## src/rtl/pipeline_ctrl_pkg.sv

```systemverilog
// Shared definitions for the pipeline hazard controller: FSM state encoding,
// the hard-wired zero register index, default parameter values and the
// load-use hazard compare.
package pipeline_ctrl_pkg;

  typedef enum logic [1:0] {
    ST_HOLD     = 2'd0,
    ST_RUN      = 2'd1,
    ST_MDU_WAIT = 2'd2
  } hz_state_e;

  localparam logic [4:0] REG_X0 = 5'd0;

  localparam int DEF_RESET_HOLD  = 2;
  localparam int DEF_MDU_TIMEOUT = 64;
  localparam int DEF_CNT_W       = 32;

  // A load in EX feeds a register the ID instruction really reads; x0 never hazards.
  function automatic logic load_use_hit(
    input logic       mem_read,
    input logic [4:0] rd,
    input logic [4:0] rs1,
    input logic       uses_rs1,
    input logic [4:0] rs2,
    input logic       uses_rs2
  );
    return mem_read && (rd != REG_X0) &&
           ((uses_rs1 && (rs1 == rd)) || (uses_rs2 && (rs2 == rd)));
  endfunction

endpackage

```

## src/rtl/hazard_perf_counters.sv

```systemverilog
// Three saturating performance counters for the hazard controller: load-use
// stall cycles, MDU wait cycles and redirect flushes. Only built when the
// HAZARD_PERF_CNT_EN macro is defined.
module hazard_perf_counters
  import pipeline_ctrl_pkg::*;
#(
  parameter int CNT_W = DEF_CNT_W
) (
  input  logic             clk,
  input  logic             reset,
  input  logic             inc_ld_stall,
  input  logic             inc_mdu_wait,
  input  logic             inc_flush,
  output logic [CNT_W-1:0] perf_ld_stall,
  output logic [CNT_W-1:0] perf_mdu_wait,
  output logic [CNT_W-1:0] perf_flush
);

  localparam logic [CNT_W-1:0] CNT_MAX = '1;
  localparam logic [CNT_W-1:0] CNT_ONE = CNT_W'(1);

  logic [CNT_W-1:0] ld_stall_q, ld_stall_d;
  logic [CNT_W-1:0] mdu_wait_q, mdu_wait_d;
  logic [CNT_W-1:0] flush_q,    flush_d;

  // Next counter values: bump on an event, stick at all-ones once saturated.
  always_comb begin
    ld_stall_d = ld_stall_q;
    mdu_wait_d = mdu_wait_q;
    flush_d    = flush_q;
    if (inc_ld_stall && (ld_stall_q != CNT_MAX)) ld_stall_d = ld_stall_q + CNT_ONE;
    if (inc_mdu_wait && (mdu_wait_q != CNT_MAX)) mdu_wait_d = mdu_wait_q + CNT_ONE;
    if (inc_flush    && (flush_q    != CNT_MAX)) flush_d    = flush_q + CNT_ONE;
  end

  // Counter registers, cleared by reset.
  always_ff @(posedge clk or posedge reset) begin
    if (reset) begin
      ld_stall_q <= '0;
      mdu_wait_q <= '0;
      flush_q    <= '0;
    end else begin
      ld_stall_q <= ld_stall_d;
      mdu_wait_q <= mdu_wait_d;
      flush_q    <= flush_d;
    end
  end

  assign perf_ld_stall = ld_stall_q;
  assign perf_mdu_wait = mdu_wait_q;
  assign perf_flush    = flush_q;

endmodule

```

## src/rtl/pipeline_hazard_ctrl.sv

```systemverilog
// Stall/flush sequencer for the 5-stage pipeline. Handles load-use stalls,
// taken-branch redirects and multi-cycle MUL/DIV occupancy, and holds the
// pipeline flushed for a few cycles after reset.
// Optional feature macro: HAZARD_PERF_CNT_EN enables the performance counters;
// without it the perf_* ports are tied to zero.
module pipeline_hazard_ctrl
  import pipeline_ctrl_pkg::*;
#(
  parameter int RESET_HOLD  = DEF_RESET_HOLD,
  parameter int MDU_TIMEOUT = DEF_MDU_TIMEOUT,
  parameter int CNT_W       = DEF_CNT_W
) (
  input  logic             clk,
  input  logic             reset,
  input  logic [4:0]       IF_ID_rs1,
  input  logic [4:0]       IF_ID_rs2,
  input  logic             IF_ID_Uses_rs1,
  input  logic             IF_ID_Uses_rs2,
  input  logic [4:0]       ID_EX_rd,
  input  logic             ID_EX_MemRead,
  input  logic             ID_EX_IsMDU,
  input  logic             EX_BranchTaken,
  input  logic             mdu_done,
  output logic             PCWrite,
  output logic             IF_ID_Write,
  output logic             ID_EX_Write,
  output logic             IF_ID_Flush,
  output logic             ID_EX_Flush,
  output logic             EX_MEM_Bubble,
  output logic             mdu_start,
  output logic             mdu_timeout_err,
  output logic [CNT_W-1:0] perf_ld_stall,
  output logic [CNT_W-1:0] perf_mdu_wait,
  output logic [CNT_W-1:0] perf_flush
);

  localparam int HOLD_W = $clog2(RESET_HOLD + 1);
  localparam int TMR_W  = $clog2(MDU_TIMEOUT + 1);

  localparam logic [HOLD_W-1:0] HOLD_LAST = HOLD_W'(RESET_HOLD - 1);
  localparam logic [HOLD_W-1:0] HOLD_ONE  = HOLD_W'(1);
  localparam logic [TMR_W-1:0]  TMR_LAST  = TMR_W'(MDU_TIMEOUT);
  localparam logic [TMR_W-1:0]  TMR_ONE   = TMR_W'(1);

  hz_state_e         state_q, state_d;
  logic [HOLD_W-1:0] hold_cnt_q, hold_cnt_d;
  logic [TMR_W-1:0]  timer_q, timer_d;
  logic              err_q, err_d;

  logic load_use;

  assign load_use = load_use_hit(ID_EX_MemRead, ID_EX_rd, IF_ID_rs1, IF_ID_Uses_rs1,
                                 IF_ID_rs2, IF_ID_Uses_rs2);

  // Next-state and control outputs; branch beats MDU launch beats load-use in RUN.
  always_comb begin
    state_d       = state_q;
    hold_cnt_d    = hold_cnt_q;
    timer_d       = timer_q;
    err_d         = err_q;
    PCWrite       = 1'b1;
    IF_ID_Write   = 1'b1;
    ID_EX_Write   = 1'b1;
    IF_ID_Flush   = 1'b0;
    ID_EX_Flush   = 1'b0;
    EX_MEM_Bubble = 1'b0;
    mdu_start     = 1'b0;

    case (state_q)
      ST_HOLD: begin
        PCWrite       = 1'b0;
        IF_ID_Write   = 1'b0;
        ID_EX_Write   = 1'b0;
        IF_ID_Flush   = 1'b1;
        ID_EX_Flush   = 1'b1;
        EX_MEM_Bubble = 1'b1;
        if (hold_cnt_q == HOLD_LAST) begin
          state_d    = ST_RUN;
          hold_cnt_d = '0;
        end else begin
          hold_cnt_d = hold_cnt_q + HOLD_ONE;
        end
      end

      ST_RUN: begin
        if (EX_BranchTaken) begin
          IF_ID_Flush = 1'b1;
          ID_EX_Flush = 1'b1;
        end else if (ID_EX_IsMDU) begin
          mdu_start     = 1'b1;
          PCWrite       = 1'b0;
          IF_ID_Write   = 1'b0;
          ID_EX_Write   = 1'b0;
          EX_MEM_Bubble = 1'b1;
          state_d       = ST_MDU_WAIT;
          timer_d       = TMR_ONE;
        end else if (load_use) begin
          PCWrite     = 1'b0;
          IF_ID_Write = 1'b0;
          ID_EX_Flush = 1'b1;
        end
      end

      ST_MDU_WAIT: begin
        if (mdu_done) begin
          state_d = ST_RUN;
        end else if (timer_q == TMR_LAST) begin
          err_d         = 1'b1;
          EX_MEM_Bubble = 1'b1;
          state_d       = ST_RUN;
        end else begin
          PCWrite       = 1'b0;
          IF_ID_Write   = 1'b0;
          ID_EX_Write   = 1'b0;
          EX_MEM_Bubble = 1'b1;
          timer_d       = timer_q + TMR_ONE;
        end
      end

      default: begin
        PCWrite       = 1'b0;
        IF_ID_Write   = 1'b0;
        ID_EX_Write   = 1'b0;
        IF_ID_Flush   = 1'b1;
        ID_EX_Flush   = 1'b1;
        EX_MEM_Bubble = 1'b1;
        state_d       = ST_HOLD;
        hold_cnt_d    = '0;
      end
    endcase
  end

  // State, hold counter, MDU timer and sticky timeout flag.
  always_ff @(posedge clk or posedge reset) begin
    if (reset) begin
      state_q    <= ST_HOLD;
      hold_cnt_q <= '0;
      timer_q    <= '0;
      err_q      <= 1'b0;
    end else begin
      state_q    <= state_d;
      hold_cnt_q <= hold_cnt_d;
      timer_q    <= timer_d;
      err_q      <= err_d;
    end
  end

  assign mdu_timeout_err = err_q;

`ifdef HAZARD_PERF_CNT_EN
  logic inc_ld_stall;
  logic inc_mdu_wait;
  logic inc_flush;

  assign inc_ld_stall = (state_q == ST_RUN) && !EX_BranchTaken && !ID_EX_IsMDU && load_use;
  assign inc_mdu_wait = (state_q == ST_MDU_WAIT);
  assign inc_flush    = (state_q == ST_RUN) && EX_BranchTaken;

  hazard_perf_counters #(
    .CNT_W (CNT_W)
  ) u_perf (
    .clk           (clk),
    .reset         (reset),
    .inc_ld_stall  (inc_ld_stall),
    .inc_mdu_wait  (inc_mdu_wait),
    .inc_flush     (inc_flush),
    .perf_ld_stall (perf_ld_stall),
    .perf_mdu_wait (perf_mdu_wait),
    .perf_flush    (perf_flush)
  );
`else
  assign perf_ld_stall = '0;
  assign perf_mdu_wait = '0;
  assign perf_flush    = '0;
`endif

endmodule

```

## config.mk

```make
export PLATFORM = sky130hd
export DESIGN_NAME = pipeline_hazard_ctrl
export DESIGN_NICKNAME = d
export VERILOG_FILES = /design/src/rtl/pipeline_ctrl_pkg.sv /design/src/rtl/hazard_perf_counters.sv /design/src/rtl/pipeline_hazard_ctrl.sv
export SDC_FILE = /design/constraint.sdc
export NUM_CORES = 1
export LEC_CHECK = 0
export ABC_AREA = 1
export CORE_MARGIN = 2
export CORE_UTILIZATION = 35
export CTS_CLUSTER_DIAMETER = 50
export DETAILED_ROUTE_END_ITERATION = 8
export GPL_ROUTABILITY_DRIVEN = 0
export PLACE_DENSITY = 0.89
export REMOVE_ABC_BUFFERS = 1
export SLEW_MARGIN = 20
export SYNTH_ARGS = -nofsm -noshare
export SYNTH_HDL_FRONTEND = slang
export SYNTH_SLANG_ARGS = --single-unit
```

## constraint.sdc

```tcl
create_clock -name clk -period 2.2 [get_ports clk]
set_input_delay 0.44 -clock clk [delete_from_list [all_inputs] [get_ports clk]]
set_output_delay 0.44 -clock clk [all_outputs]
set_load 0.02 [all_outputs]
```

==> key figures, run 1 <==
Critical path
  • R2r setup slk: 0.48 ns
  • RR Endpoint: timer_q[6]$_DFFE_PP0P_
  • Worst path required time: 1.76 ns
  • R2R depth: 10
  • CP max FO: 2
  • WS Path Type: input pin to output pin
  • Critical Path AT: 1.71 ns
  • Crit. Startpoint: IF_ID_rs1[4]
  • Critical path endpoint category: output pin
  • Worst flop-to-flop path startpoint: state_q[0]$_DFFE_PP0P_
  • CP Launch Type: input pin

Timing
  • Max Clock Skew: 0.00646 ns
  • Min Hold Slack: 0.483 ns
  • Fmax: 466 MHz
  • Setup TNS: 0 ns
  • RSZ-0062 raised after global routing: true
  • Min Tclk post-route: 2.15 ns
  • Tcrit/Tclk final: 0.975
  • Final Setup Violations: 0
  • Final hold violation count: 0
  • Pins Over Slew Limit: 0

Global routing
  • Initial antenna violation count: 0
  • Global Route Usage Sum: 0.110
  • First-pass GRT wire length: 4830 um
  • Largest net degree at the start of global routing: 13
  • Vias in the first global route: 1141
  • GRT Residual Overflow: 0

Synthesis
  • Largest area contributor in the netlist: buf_4
  • Mapped cell area: 0.00175 mm^2
  • Post-synth top area share: 0.415
  • Syn Area/Cell: 6.83 um^2
  • Synth Register Bits: 12
  • Cells after synthesis: 257
  • Synth top area cells: buf_4, dfrtp_1, nand2_1, inv_1, nor2_1
  • Netlist cell types: 23
  • Compound-Gate Fraction of Synth Area: 0.0820
  • Sequential share of the synthesized area: 0.171
  • Largest family of logic cells by synthesized area: buffers and inverters
  • Post-synthesis mux area share: 0
  • XOR/XNOR share of the synthesized area: 0.0150
  • Post-Synth Adder-Cell Area: 0.0428
  • Simple-Gate Fraction of Synth Area: 0.197
  • Syn. warnings: 0

Floorplanning
  • IO Count: 127
  • Die ar.: 0.00559 mm^2
  • Die height: 74.8 um
  • Chip width: 74.8 um
  • Effective utilization at floorplan: 0.367
  • Standard-cell rows: 25
  • Core box area: 0.00479 mm^2

Detailed routing
  • Initial drt markers: 20
  • # DRC: 0
  • Total wire length: 3270 um
  • Via density: 3.69
  • Number of iterations in the first detailed-routing pass: 4
  • Total number of vias: 1385
  • DR WL/cell: 8.72 um
  • Post-route ant nets: 0

Power and ir drop
  • Int Pwr: 0.906 mW
  • Pwr dens: 866 mW/mm^2
  • Clk network pwr share: 0.113
  • Net Sw Frac: 0.479
  • Sequential share of power: 0.171
  • Peak VDD IR: 585 uV
  • Lkg Pwr: 1.26 nW
  • Switch Pwr: 0.835 mW
  • Combinational share of power: 0.716

Placed design
  • Port bufs: 30
  • DP HPWL: 2820 um
  • DP Area: 0.00191 mm^2

Final layout
  • Antenna fix cells: 0
  • Commonest non-fill, non-tap cell in the layout: conb_1
  • # fillers: 494
  • Fin nets: 339
  • Synth-to-layout area growth: 14.6%
  • Most frequent cells in the layout: conb_1, nand2_1, inv_1
  • Final instance area: 0.00201 mm^2
  • Layout cells sized above 1: 0.169

Clock tree
  • Post-CTS setup buffer count: 0
  • CTS root buffer: clkbuf_8
  • CTS max path bufs: 2
  • # hold bufs at CTS: 0
  • Max H-tree Level: 1
  • Worst-skew pair later-pin latency: 0.24 ns
  • CTS tree: yes
  • Clock slew at reported path FFs: 0.05 ns
  • Sink Count: 12
  • Cts bufs inserted: 3

Outcome
  • Status: finished clean

Min path
  • Hold Path Cell Cnt: 1
  • HP Start: mdu_timeout_err$_DFFE_PP0P_
  • Worst Hold Path EP: mdu_timeout_err$_DFFE_PP0P_
  • HP Class: flip-flop to flip-flop

Flow run
  • Max Cap Viol: 0
final cells by class:
type                            instances  area, um^2  share of cell area
Multi-Input combinational cell        210         978               0.487
Timing Repair Buffer                   51         487               0.242
Sequential cell                        12         300               0.149
Inverter                               32         120              0.0597
Tap cell                               67        83.8              0.0417
Clock buffer                            3        41.3              0.0205
metal layers:
metal	vias to the layer above	global-route usage	routed length (um)
li1	696	-	-
met5	-	0	0
met2	68	0.217	1800
met4	0	0.0179	0
met3	0	0.0161	226
met1	621	0.126	1250
cell families after synthesis:
family,Yosys count
other cells,1
simple gates,83
compound gates,22
fa+ha+maj,6
buf+inv,130
xor+xnor,3
flops,12
power by group through the flow:
stage                     Combinational (mW)  Sequential [mW]  Clock, mW
after floorplan                        0.677            0.310          0
after global placement                  1.21            0.298          0
after detailed placement                1.24            0.302          0
after CTS                               1.21            0.299      0.207
after global routing                    1.36            0.306      0.218
final                                   1.25            0.298      0.197
synthesized netlist by cell type, drive strengths merged:
master and n:
o31ai 1, inv 32, nor2 25, o21bai 1, ha 6, nand4 3, nand2 47, nand3 6
xor2 3, buf 98, o21ai 14, dfrtp 12, a21boi 1, nor3 2, a21oi 5, conb 1
per-stage QoR:
stage	setup slack, ns	std cells	utilization	power, mW
after floorplan	0.0818	254	-	0.987
after global placement	-0.511	372	0.400	1.51
after detailed placement	-0.555	372	0.400	1.54
after CTS	-0.0330	375	0.407	1.72
after global routing	-0.00450	375	0.420	1.89
final	0.0544	375	0.420	1.74
flip-flops by register name (all words and copies together), names as in the netlist:
signal,cells
mdu_timeout_err,1
state_q,2
hold_cnt_q,2
timer_q,7
worst max-delay path, stage by stage:
cell             delay [ns]
clkdlybuf4s50_1        0.48
nand2_1                0.06
nand2_1                0.07
nor2_1                 0.04
nand3_1                0.07
nand2_1                0.06
nand2_2                0.09
nand2_2                0.05
a21oi_2                0.18
buf_4                  0.17
worst max-delay path by stage:
stage	endpoint	cells after the start
after floorplan	IF_ID_Write	6
after global placement	ID_EX_Flush	10
after detailed placement	ID_EX_Flush	10
after CTS	ID_EX_Flush	10
after global routing	ID_EX_Flush	10
final	PCWrite	10
timing repair:
action                     in CTS  in global routing
resized for setup              24                 28
pin swaps                       0                  9
setup endpoints to repair       6                  7
(Power assumes the default switching activity.)
==> inputs of run 2 (changes only) <==
--- a/config.mk
+++ b/config.mk
@@ -12,7 +12,6 @@
 export DETAILED_ROUTE_END_ITERATION = 8
 export GPL_ROUTABILITY_DRIVEN = 0
 export PLACE_DENSITY = 0.89
-export REMOVE_ABC_BUFFERS = 1
 export SLEW_MARGIN = 20
 export SYNTH_ARGS = -nofsm -noshare
 export SYNTH_HDL_FRONTEND = slang
==> key figures, run 2 (synthesis gave the netlist of run 1 again) <==
Detailed routing
  • # DRC: 0 (unchanged)
  • Total number of vias: 1423 (+2.7%)
  • Number of iterations in the first detailed-routing pass: 8 (+4)
  • Total wire length: 3170 um (-3.1%)
  • Post-route ant nets: 0 (unchanged)
  • Via density: 3.75 (+1.7%)
  • Initial drt markers: 90 (+350%)
  • DR WL/cell: 8.36 um (-4.1%)

Final layout
  • Reg with most FFs: timer_q
  • Fin nets: 343 (+1.2%)
  • Layout cells sized above 1: 0.179 (+0.0107)
  • Final cell count without fillers: 379 (+1.1%)
  • Commonest non-fill, non-tap cell in the layout: conb_1
  • Most frequent cells in the layout: conb_1, nand2_1, buf_4
  • Antenna fix cells: 0 (unchanged)
  • Final instance area: 0.00202 mm^2 (+0.50%)
  • Largest regs: timer_q (7), hold_cnt_q (2), state_q (2)
  • Max reg flops: 7 (unchanged)
  • Synth-to-layout area growth: 15.2%

Placed design
  • Port bufs: 30 (unchanged)
  • DP Cell Count: 376 (+1.1%)
  • DP HPWL: 2720 um (-3.5%)
  • DP Area: 0.00194 mm^2 (+1.6%)

Timing
  • Final Setup Violations: 0 (unchanged)
  • Tcrit/Tclk final: 0.972 (-0.00283)
  • RSZ-0062 raised after global routing: true
  • Fmax: 467 MHz (+0.29%)
  • Final hold violation count: 0 (unchanged)
  • Pins Over Slew Limit: 0 (unchanged)
  • Min Tclk post-route: 2.14 ns (-0.00622 ns)
  • Max Clock Skew: 0.000384 ns (-0.00608 ns)

Critical path
  • Worst path top cell family by delay: buffers and inverters
  • Crit-path slowest cell: dfrtp_1
  • Crit path cell chain: inv_1 -> buf_4 -> ha_1 -> buf_4 -> nand2_1 -> dlygate4sd2_1
  • CP max FO: 4 (+2)
  • CP Buf/Inv Count: 4 (+2)
  • CP most frequent cell: buf_4
  • Worst path required time: 1.76 ns (about the same)
  • CP Launch Type: flip-flop
  • Critical path endpoint category: output pin
  • Critical Path AT: 1.70 ns (about the same)
  • WS Path Type: flip-flop to output pin
  • CP peak stage delay: 0.38 ns (-0.10 ns)

Floorplanning
  • Core box area: 0.00479 mm^2 (unchanged)
  • Die ar.: 0.00559 mm^2 (unchanged)
  • IO Count: 127 (unchanged)
  • Die height: 74.8 um (unchanged)
  • Chip width: 74.8 um (unchanged)
  • Effective utilization at floorplan: 0.367 (unchanged)
  • Standard-cell rows: 25 (unchanged)

Power and ir drop
  • Lkg Pwr: 1.24 nW (-2.1%)
  • Pwr dens: 878 mW/mm^2 (+1.4%)
  • Peak VDD IR: 358 uV (-39%)
  • Total power: 1.77 mW (+1.9%)

Clock tree
  • Worst-skew pair later-pin latency: 0.24 ns (about the same)
  • CTS max path bufs: 2 (unchanged)
  • Cts bufs inserted: 3 (unchanged)
  • CTS tree: yes
  • Clock slew at reported path FFs: 0.05 ns (about the same)
  • Max H-tree Level: 1 (unchanged)
  • CTS root buffer: clkbuf_8
  • # hold bufs at CTS: 0 (unchanged)
  • Sink Count: 12 (unchanged)

Global routing
  • First-pass GRT wire length: 4640 um (-4.0%)
  • GRT Residual Overflow: 0 (unchanged)
  • Global Route Usage Sum: 0.104 (-0.00579)
  • Vias in the first global route: 1137 (-0.35%)
  • Largest net degree at the start of global routing: 13 (unchanged)
  • Initial antenna violation count: 0 (unchanged)

Min path
  • HP Class: flip-flop to flip-flop

Outcome
  • Status: finished clean

Flow run
  • Max Cap Viol: 0 (unchanged)
## run 2: cell type report
class,count,area (um^2)
tap,67,83.8
sequential,12,300
clock buffer,3,41.3
timing repair buffer,55,499
multi-input combinational,210,976
fill,475,2770
inverter,32,120
## run 2: path summary, 6_finish.rpt
check / slack (ns) / cells past startpoint / endpoint / start
max: 0.06 / 6 / IF_ID_Flush / state_q[0]$_DFFE_PP0P_
min: 0.47 / 1 / mdu_timeout_err$_DFFE_PP0P_ / mdu_timeout_err$_DFFE_PP0P_
max reg2reg: 0.42 / 10 / timer_q[3]$_DFFE_PP0P_ / state_q[0]$_DFFE_PP0P_
min reg2reg: 0.47 / 1 / mdu_timeout_err$_DFFE_PP0P_ / mdu_timeout_err$_DFFE_PP0P_
max in group asynchronous: 1.36 / 2 / timer_q[2]$_DFFE_PP0P_ / reset
min in group asynchronous: 0.51 / 2 / timer_q[4]$_DFFE_PP0P_ / reset
## run 2: report_power, final
part / internal (mW) / total [mW] / switching (mW)
Clock: 0.121 / 0.206 / 0.0851
Combinational: 0.530 / 1.27 / 0.742
Sequential: 0.271 / 0.296 / 0.0253
Total: 0.922 / 1.77 / 0.853
## run 2: worst reg2reg max path, stage by stage, from the launching register on
cell     delay (ns)
dfrtp_1        0.40
ha_1           0.27
nand2_1        0.12
inv_2          0.06
nor2_2         0.13
o21ai_2        0.08
buf_4          0.14
nor2_2         0.20
buf_4          0.18
nand2_1        0.05
o21ai_1        0.06
## run 2: metal layers
layer	global-route usage	vias to the layer above	part of all wire
met2	0.211	80	0.53
met5	0	-	0
met3	0.0134	4	0.082
met4	0.0357	0	0.012
li1	-	700	-
met1	0.108	639	0.38
## run 2: stage by stage
stage          setup TNS, ns  hold slack (ns)  setup slack [ns]  utilization
4_1_cts             -0.00690            0.477          -0.00690        0.414
5_1_grt              -0.0310            0.491           -0.0310        0.422
2_1_floorplan              0            0.305            0.0949            -
3_3_place_gp           -2.11            0.459            -0.608        0.406
6_report                   0            0.472            0.0606        0.422
3_5_place_dp           -2.13            0.462            -0.571        0.406
## run 2: what timing repair did
action | 4_1_cts | 5_1_grt
setup endpoints to repair | 7 | 5
gates cloned | 0 | 0
gates resized for setup | 28 | 18
pin swaps | 0 | 5
buffers inserted | 0 | 0
==> inputs of run 3 (changes only) <==
--- a/config.mk
+++ b/config.mk
@@ -6,7 +6,7 @@
 export NUM_CORES = 1
 export LEC_CHECK = 0
 export ABC_AREA = 1
-export CORE_MARGIN = 2
+export CORE_MARGIN = 4
 export CORE_UTILIZATION = 35
 export CTS_CLUSTER_DIAMETER = 50
 export DETAILED_ROUTE_END_ITERATION = 8
==> key figures, run 3 (synthesis gave the netlist of run 1 again) <==
Final layout
  • Synth-to-layout area growth: 15.5%
  • Layout cells sized above 1: 0.174 (-0.00529)
  • Largest regs: timer_q (7), hold_cnt_q (2), state_q (2)
  • Commonest non-fill, non-tap cell in the layout: conb_1
  • # fillers: 473 (-0.42%)
  • Util after Layout: 0.424 (+0.00131)
  • Most frequent cells in the layout: conb_1, nand2_1, inv_1
  • Antenna fix cells: 0 (unchanged)
  • Reg with most FFs: timer_q
  • Fin nets: 340 (-0.87%)
  • Max reg flops: 7 (unchanged)

Clock tree
  • Worst-skew pair later-pin latency: 0.24 ns (about the same)
  • Cts bufs inserted: 3 (unchanged)
  • CTS max path bufs: 2 (unchanged)
  • Max H-tree Level: 1 (unchanged)
  • Sink Count: 12 (unchanged)
  • Post-CTS setup buffer count: 0 (unchanged)
  • # hold bufs at CTS: 0 (unchanged)
  • CTS root buffer: clkbuf_8
  • CTS tree: yes
  • Clock slew at reported path FFs: 0.05 ns (about the same)

Global routing
  • Largest net degree at the start of global routing: 13 (unchanged)
  • Global Route Usage Sum: 0.0962 (-0.00810)
  • First-pass GRT wire length: 5040 um (+8.6%)
  • GRT Residual Overflow: 0 (unchanged)
  • Vias in the first global route: 1287 (+13%)
  • Initial antenna violation count: 0 (unchanged)

Timing
  • Min Tclk post-route: 2.11 ns (-0.0254 ns)
  • Final hold violation count: 0 (unchanged)
  • Final Setup Violations: 0 (unchanged)
  • RSZ-0062 raised after global routing: false
  • Fmax: 473 MHz (+1.2%)
  • Tcrit/Tclk final: 0.961 (-0.0116)
  • Pins Over Slew Limit: 0 (unchanged)
  • Max Clock Skew: 0.00337 ns (+0.00298 ns)
  • Final worst-path setup slack: 0.0861 ns (+0.0254 ns)

Critical path
  • Critical path endpoint category: output pin
  • Worst path required time: 1.76 ns (about the same)
  • Crit-path slowest cell: clkdlybuf4s50_1
  • CP peak stage delay: 0.48 ns (+0.10 ns)
  • Critical Path AT: 1.67 ns (-0.03 ns)
  • Worst flop-to-flop path startpoint: state_q[1]$_DFFE_PP0P_
  • CP max FO: 2 (-2)
  • CP most frequent cell: nand2_1
  • Worst path top cell family by delay: buffers and inverters
  • Crit path cell chain: clkdlybuf4s50_1 -> nand2_1 -> nand2_1 -> nor2_1 -> nand3_1 -> nand2_1 -> nand2_2 -> nand2_2 -> a21oi_4 -> buf_6
  • WS Path Type: input pin to output pin
  • CP Launch Type: input pin
  • CP Buf/Inv Count: 2 (-2)
  • Crit. Startpoint: IF_ID_rs1[2]

Power and ir drop
  • Sequential share of power: 0.165 (-0.002)
  • Int Pwr: 0.953 mW (+3.3%)
  • Combinational share of power: 0.700 (-0.017)
  • Clk network pwr share: 0.135 (+0.019)
  • Peak VDD IR: 482 uV (+35%)
  • Lkg Pwr: 1.26 nW (+2.2%)
  • Switch Pwr: 0.860 mW (+0.82%)
  • Pwr dens: 894 mW/mm^2 (+1.8%)
  • Net Sw Frac: 0.474 (-0.00613)

Detailed routing
  • Total number of vias: 1380 (-3.0%)
  • # DRC: 0 (unchanged)
  • Via density: 3.66 (-2.5%)
  • Initial drt markers: 73 (-19%)
  • Number of iterations in the first detailed-routing pass: 4 (-4)
  • DR WL/cell: 9.31 um (+11%)
  • Total wire length: 3510 um (+11%)
  • Post-route ant nets: 0 (unchanged)

Min path
  • HP Class: flip-flop to flip-flop
  • HP Start: hold_cnt_q[1]$_DFFE_PP0N_

Floorplanning
  • Die ar.: 0.00621 mm^2 (+11%)
  • Core box area: 0.00479 mm^2 (unchanged)
  • IO Count: 127 (unchanged)
  • Die height: 78.8 um (+5.3%)
  • Effective utilization at floorplan: 0.367 (unchanged)
  • Chip width: 78.8 um (+5.3%)
  • Standard-cell rows: 25 (unchanged)

Placed design
  • Port bufs: 30 (unchanged)
  • DP HPWL: 2880 um (+5.9%)
  • Setup WS pre-CTS: -0.544 ns (+0.0272 ns)

Flow run
  • Max Cap Viol: 0 (unchanged)

Outcome
  • Status: finished clean
-- run 3: repair_timing --
item | 4_1_cts | 5_1_grt
setup endpoints to repair | 6 | 6
pin swaps | 0 | 3
gates resized for setup | 24 | 28
endpoints found under the hold margin | 0 | 0
-- run 3: final timing paths --
| check | endpoint | cells after the start | slack, ns |
|---|---|---|---|
| max | IF_ID_Write | 10 | 0.09 |
| min | hold_cnt_q[1]$_DFFE_PP0N_ | 2 | 0.51 |
| max reg2reg | timer_q[3]$_DFFE_PP0P_ | 11 | 0.41 |
| min reg2reg | hold_cnt_q[1]$_DFFE_PP0N_ | 2 | 0.51 |
| max in group asynchronous | hold_cnt_q[0]$_DFFE_PP0N_ | 2 | 1.35 |
| min in group asynchronous | timer_q[4]$_DFFE_PP0P_ | 2 | 0.52 |
-- run 3: area by class of cell --
| cell class | instances | area [um^2] | share of cell area |
|---|---|---|---|
| clock buffer | 4 | 55.1 | 0.0272 |
| multi-input combinational | 210 | 976 | 0.481 |
| sequential | 12 | 300 | 0.148 |
| timing repair buffer | 52 | 492 | 0.243 |
| inverter | 32 | 120 | 0.0593 |
| tap | 67 | 83.8 | 0.0414 |
-- run 3: power groups by stage --
stage          Combinational, mW  Clock (mW)  Sequential [mW]
3_3_place_gp                1.20           0            0.299
2_1_floorplan              0.851           0            0.310
6_report                    1.27       0.244            0.299
3_5_place_dp                1.23           0            0.302
4_1_cts                     1.21       0.247            0.299
5_1_grt                     1.38       0.253            0.305
-- run 3: routing by layer --
| layer | track usage | routed length (um) | vias to the layer above |
|---|---|---|---|
| li1 | - | - | 693 |
| met1 | 0.101 | 1270 | 608 |
| met2 | 0.197 | 1890 | 77 |
| met3 | 0.00567 | 323 | 2 |
| met4 | 0.0350 | 29 | 0 |
| met5 | 0 | 0 | - |
-- run 3: metrics by stage --
step                instance area, um^2  total power [mW]  setup TNS (ns)  cells  hold slack [ns]
global placement                   1920              1.50           -1.63    373            0.468
global route                       2030              1.94               0    377            0.537
finish                             2030              1.81               0    377            0.509
detailed placement                 1920              1.54           -1.80    373            0.499
CTS                                1970              1.75        -0.00626    377            0.509
floorplan                          2110              1.16               0    352            0.305
-- run 3: worst reg2reg max path: stages, from the launching register on --
cell and delay, ns:
dfrtp_1 0.38, inv_1 0.07, ha_2 0.19, nand2_1 0.09, inv_2 0.06, nor2_2 0.13
o21ai_2 0.07, buf_4 0.14, nor2_2 0.23, buf_4 0.21, nand2_1 0.06, o21ai_1 0.07
==> variant 1, RTL diff (flow settings as in run 1) <==
Make the reset (`reset`) synchronous in one clocked block.
--- a/src/rtl/pipeline_hazard_ctrl.sv
+++ b/src/rtl/pipeline_hazard_ctrl.sv
@@ -131,7 +131,7 @@
   end
 
   // State, hold counter, MDU timer and sticky timeout flag.
-  always_ff @(posedge clk or posedge reset) begin
+  always_ff @(posedge clk) begin
     if (reset) begin
       state_q    <= ST_HOLD;
       hold_cnt_q <= '0;
Function: differs if reset is asserted again (counterexample within 4 cycles, from zero or initial values and one cycle with reset high); with reset held inactive, the same outputs for 10 cycles.
==> variant 1 against run 1 <==
Register-to-register slack worse by 60 ps; sequential power decreased by 7.4%; sequential share of layout area down 2.6 points; area after synthesis is 0.93% lower; critical path depth down 2; first-iteration DRC count increased by 10%; cell area is 3.0% lower; setup slack improved by 55 ps; total power shrank 21%; sequential cell count did not move; clock power rose by 23%; routed wire length shrank 2.0%.
==> variant 1: results (changes against run 1) <==
outcome=complete, no violations (unchanged); leakage=1.19 nW (was 1.26 nW); worst-path maximum fanout=6 (was 2); post-DP HPWL=2.69 mm (was 2.82 mm); largest net degree at the start of global routing=8 (was 13); number of global-route vias before repair=1,174 (was 1,141); proportion of synthesized flip-flops having asynchronous set or reset=0% (was 100%); number of DRC violations after detailed-routing iteration 0=22 (was 20); xor and xnor fraction of the mapped netlist area=1.51% (was 1.50%); proportion of synthesized chip area in sequential cells=13.8% (was 17.1%); registers with the most flip-flops=timer_q (7), hold_cnt_q (2), state_q (2) (unchanged); Layout Skew=4.50 ps (was 6.46 ps); area share of fa/ha/maj cells after synthesis=4.32% (was 4.28%); cells taking the most area after synthesis=buf_4 (42%), dfxtp_1 (14%), nand2_1 (12%) (was buf_4 (42%), dfrtp_1 (17%), nand2_1 (10%)); Main synth FF type=dfxtp_1 (was dfrtp_1); share of layout cells above drive strength 1=13.8% (was 16.9%); ratio of routed vias to standard cells=3.76 (was 3.69); average routed wire per standard cell=8.28 um (was 8.72 um); fill cell count=504 (was 494); number of port buffers=30 (unchanged); total number of nets in the final design=350 (was 339); overall routing resource usage=10.7% (was 11.0%); synth unique cells=22 (was 23); Compound-Gate Fraction of Synth Area=5.62% (was 8.20%); placement-stage cell area=0.00186 mm2 (was 0.00191 mm2); top cell types by occurrence after synthesis=buf_4 (97), nand2_1 (54), inv_1 (33) (was buf_4 (97), nand2_1 (47), inv_1 (28)); first-pass GRT wire length=4.70 mm (was 4.83 mm); initial antenna violation count=0 (unchanged)
==> variant 1: what timing repair did <==
action	4_1_cts	5_1_grt
gates resized for setup	22	25
hold buffers	0	0
setup endpoints to repair	6	5
pin swaps	0	10
==> variant 1: worst paths after layout <==
check	cells past startpoint	from	endpoint	slack (ps)
worst max register to register	14	state_q[1]	timer_q[1]	420
worst min-delay path	2	hold_cnt_q[1]	hold_cnt_q[1]	430
worst min register to register	2	hold_cnt_q[1]	hold_cnt_q[1]	430
worst max-delay path	8	state_q[0]	EX_MEM_Bubble	110
==> variant 1: cell type report <==
| class | count | area (um2) | share of cell area [%] |
|---|---|---|---|
| Sequential cell | 12 | 240 | 12.3 |
| Clock buffer | 4 | 55.1 | 2.82 |
| Timing Repair Buffer | 45 | 434 | 22.3 |
| Tap cell | 67 | 83.8 | 4.30 |
| Inverter | 35 | 134 | 6.86 |
| Multi-Input combinational cell | 224 | 1000 | 51.4 |
==> variant 1: report_power, final <==
part | switching (mW) | internal, mW
logic | 0.557 | 0.300
clock network | 0.0849 | 0.158
registers | 0.0219 | 0.254
total | 0.664 | 0.712
==> variant 1: critical path: stages (launching register included) <==
cell           delay [ps]
dfxtp_1               370
inv_1                 100
ha_1                  220
inv_1                  70
buf_4                 150
nor2_2                 50
nor2_1                 90
nand2_1                50
dlygate4sd2_1         320
==> variant 1: per-stage QoR <==
| step | power [mW] | setup slack [ps] | instances |
|---|---|---|---|
| after detailed placement | 1.14 | -487 | 383 |
| final | 1.38 | 109 | 387 |
| after floorplan | 0.833 | 170 | 271 |
| after CTS | 1.38 | 0.611 | 387 |
| after global routing | 1.49 | 11.3 | 387 |
| after global placement | 1.11 | -450 | 383 |
==> variant 1: metal layers <==
layer  wire, um  track usage, %
met5          0               0
met3        305            1.49
met2       1670            21.1
met4         58            5.16
met1       1170            10.9
==> variant 2, RTL diff (settings of run 1) <==
Without the edit above. The option `HAZARD_PERF_CNT_EN` is turned on by a define.
--- a/src/rtl/pipeline_hazard_ctrl.sv
+++ b/src/rtl/pipeline_hazard_ctrl.sv
@@ -3,6 +3,8 @@
 // pipeline flushed for a few cycles after reset.
 // Optional feature macro: HAZARD_PERF_CNT_EN enables the performance counters;
 // without it the perf_* ports are tied to zero.
+`define HAZARD_PERF_CNT_EN
+
 module pipeline_hazard_ctrl
   import pipeline_ctrl_pkg::*;
 #(
Function: changed (a bounded check fails within 4 cycles, from zero or initial values and one cycle with reset high).
==> variant 2 against run 1 <==
Clock power rose to 8.4 times the old value; cell area rose to 4.8 times the old value; setup slack got worse by 37 ps; cell count rose to 4.2 times the old value; combinational power rose by 120%; area after synthesis rose to 4.2 times the old value; routed wire length rose to 6.5 times the old value; sequential cell count rose by 96; total power rose to 3.9 times the old value.
==> variant 2: results (changes against run 1) <==
outcome=complete, no violations (unchanged); proportion of synthesized flip-flops having asynchronous set or reset=100% (unchanged); total number of nets in the final design=1,320 (was 339); proportion of synthesized chip area in sequential cells=36.7% (was 17.1%); number of global-route vias before repair=7,657 (was 1,141); leakage=4.42 nW (was 1.26 nW); number of port buffers=126 (was 30); share of layout cells above drive strength 1=12.3% (was 16.9%); number of DRC violations after detailed-routing iteration 0=609 (was 20); synth unique cells=35 (was 23); worst-path maximum fanout=3 (was 2); critical-path cell with the highest stage delay=dfrtp_1 (was clkdlybuf4s50_1); YS warnings=0 (unchanged); CTS clk-pin slew, worst paths=70 ps (was 50 ps); maximum single-stage delay on the critical path=400 ps (was 480 ps); class of the tightest hold or removal check=input pin to async pin (was flop to flop); met3 Resource Use GR=4.37% (was 1.61%); Cells after Synth=1,116 (was 257); post-DP HPWL=16.2 mm (was 2.82 mm); CTS Root Cell=clkbuf_16 (was clkbuf_8); placement-stage cell area=0.00922 mm2 (was 0.00191 mm2); Worst Path Arrival=1740 ps (was 1710 ps); GR met1 Demand/Resource=24.1% (was 12.6%); top cell types by occurrence after synthesis=nand2_1 (493), nor2_1 (144), dfrtp_1 (108) (was buf_4 (97), nand2_1 (47), inv_1 (28)); number of levels in the clock H-tree=3 (was 1); total placed cells including tap cells=1,546 (was 372); largest net degree at the start of global routing=40 (was 13); Slew Limit Headroom=60.7%; met2 usage=33.6% (was 21.7%); number of vias after detailed routing=7,879 (was 1,385); kind of cell adding the most delay to the critical path=simple AND/OR/NAND/NOR gates (was buffers and inverters); number of iterations in the first detailed-routing pass=5 (was 4); ratio of routed vias to standard cells=5.02 (was 3.69); Clock Latency Late Sink=370 ps (was 240 ps); Max clock buf depth=2 (unchanged); cells taking the most area after synthesis=dfrtp_1 (37%), nand2_1 (25%), nor2_1 (7.3%) (was buf_4 (42%), dfrtp_1 (17%), nand2_1 (10%)); Max IR drop VDD=0.641 mV (was 0.585 mV); Layout Skew=16.1 ps (was 6.46 ps); Post-Route WL=21.3 mm (was 3.27 mm); TritonCTS buffer count=9 (was 3); first-pass GRT wire length=35.3 mm (was 4.83 mm); sw frac=37.9% (was 47.9%); initial antenna violation count=1 (was 0); overall routing resource usage=19.6% (was 11.0%); fill cell count=2,000 (was 494)
variant 2: timing repair:
item                       in CTS  in global routing
pin swaps                      16                 11
setup endpoints to repair       7                 10
hold buffers                    0                  0
buffers inserted                5                  2
gates resized for setup        68                 27
variant 2: kinds of logic (layout without fill, tap and decap cells):
kind of cell	Yosys count	count (layout)	share of synthesized area, %
simple gates	765	765	43.5
buf+inv	128	306	7.82
flops	108	108	36.7
compound gates	54	54	4.29
xor+xnor	53	53	6.31
fa+ha+maj	8	8	1.36
other cells	0	1	0
variant 2: routing by layer:
layer / vias to the layer above / share of wire (%)
met5: - / 0.033
met4: 2 / 2.1
met3: 46 / 9.5
met2: 400 / 48
li1: 3809 / -
met1: 3622 / 40
variant 2: worst register-to-register path: stages (launching register included):
cell and delay [ps]:
dfrtp_1 400, ha_1 300, nand3_2 170, nor2_4 200
inv_2 80, nor2_4 150, nand2_4 90, nand2_8 130
inv_4 180, nand2_1 150, o21ai_2 60
variant 2: metrics by stage:
stage | total power, mW | hold WS [ps] | worst slack (ps) | utilization (%)
2_1_floorplan | 3.66 | 467 | -1090 | -
3_3_place_gp | 4.86 | 480 | -776 | 44.3
3_5_place_dp | 4.95 | 485 | -869 | 44.3
4_1_cts | 6.70 | 485 | -19.3 | 45.9
5_1_grt | 7.21 | 517 | -55.0 | 46.4
6_report | 6.84 | 467 | 17.0 | 46.4
variant 2: path summary, 6_finish.rpt:
kind,from,endpoint,slack [ps],cells past startpoint
setup / recovery,timer_q[0],ID_EX_Write,20,8
hold / removal,reset,state_q[1],470,2
setup reg to reg,u_perf.perf_flush[1],u_perf.perf_flush[12],160,10
hold reg to reg,hold_cnt_q[1],hold_cnt_q[1],500,2
max in group asynchronous,reset,u_perf.perf_mdu_wait[0],1110,3
min in group clk,hold_cnt_q[1],hold_cnt_q[1],500,2
variant 2: final cells by class:
type	count	area, um2	share of cell area, %
timing repair buffer	181	1710	17.7
antenna	1	2.50	0.0259
multi-input combinational	880	4190	43.4
tap	275	344	3.56
inverter	109	417	4.31
clock buffer	11	253	2.62
sequential	108	2700	28.0
clock inverter	5	41.3	0.427
variant 2: power by group through the flow:
stage	Clock (mW)	Sequential, mW	Combinational, mW
finish	1.65	2.39	2.79
global route	1.76	2.42	3.04
CTS	1.68	2.39	2.63
detailed placement	0	2.42	2.53
global placement	0	2.41	2.45
floorplan	0	2.54	1.12
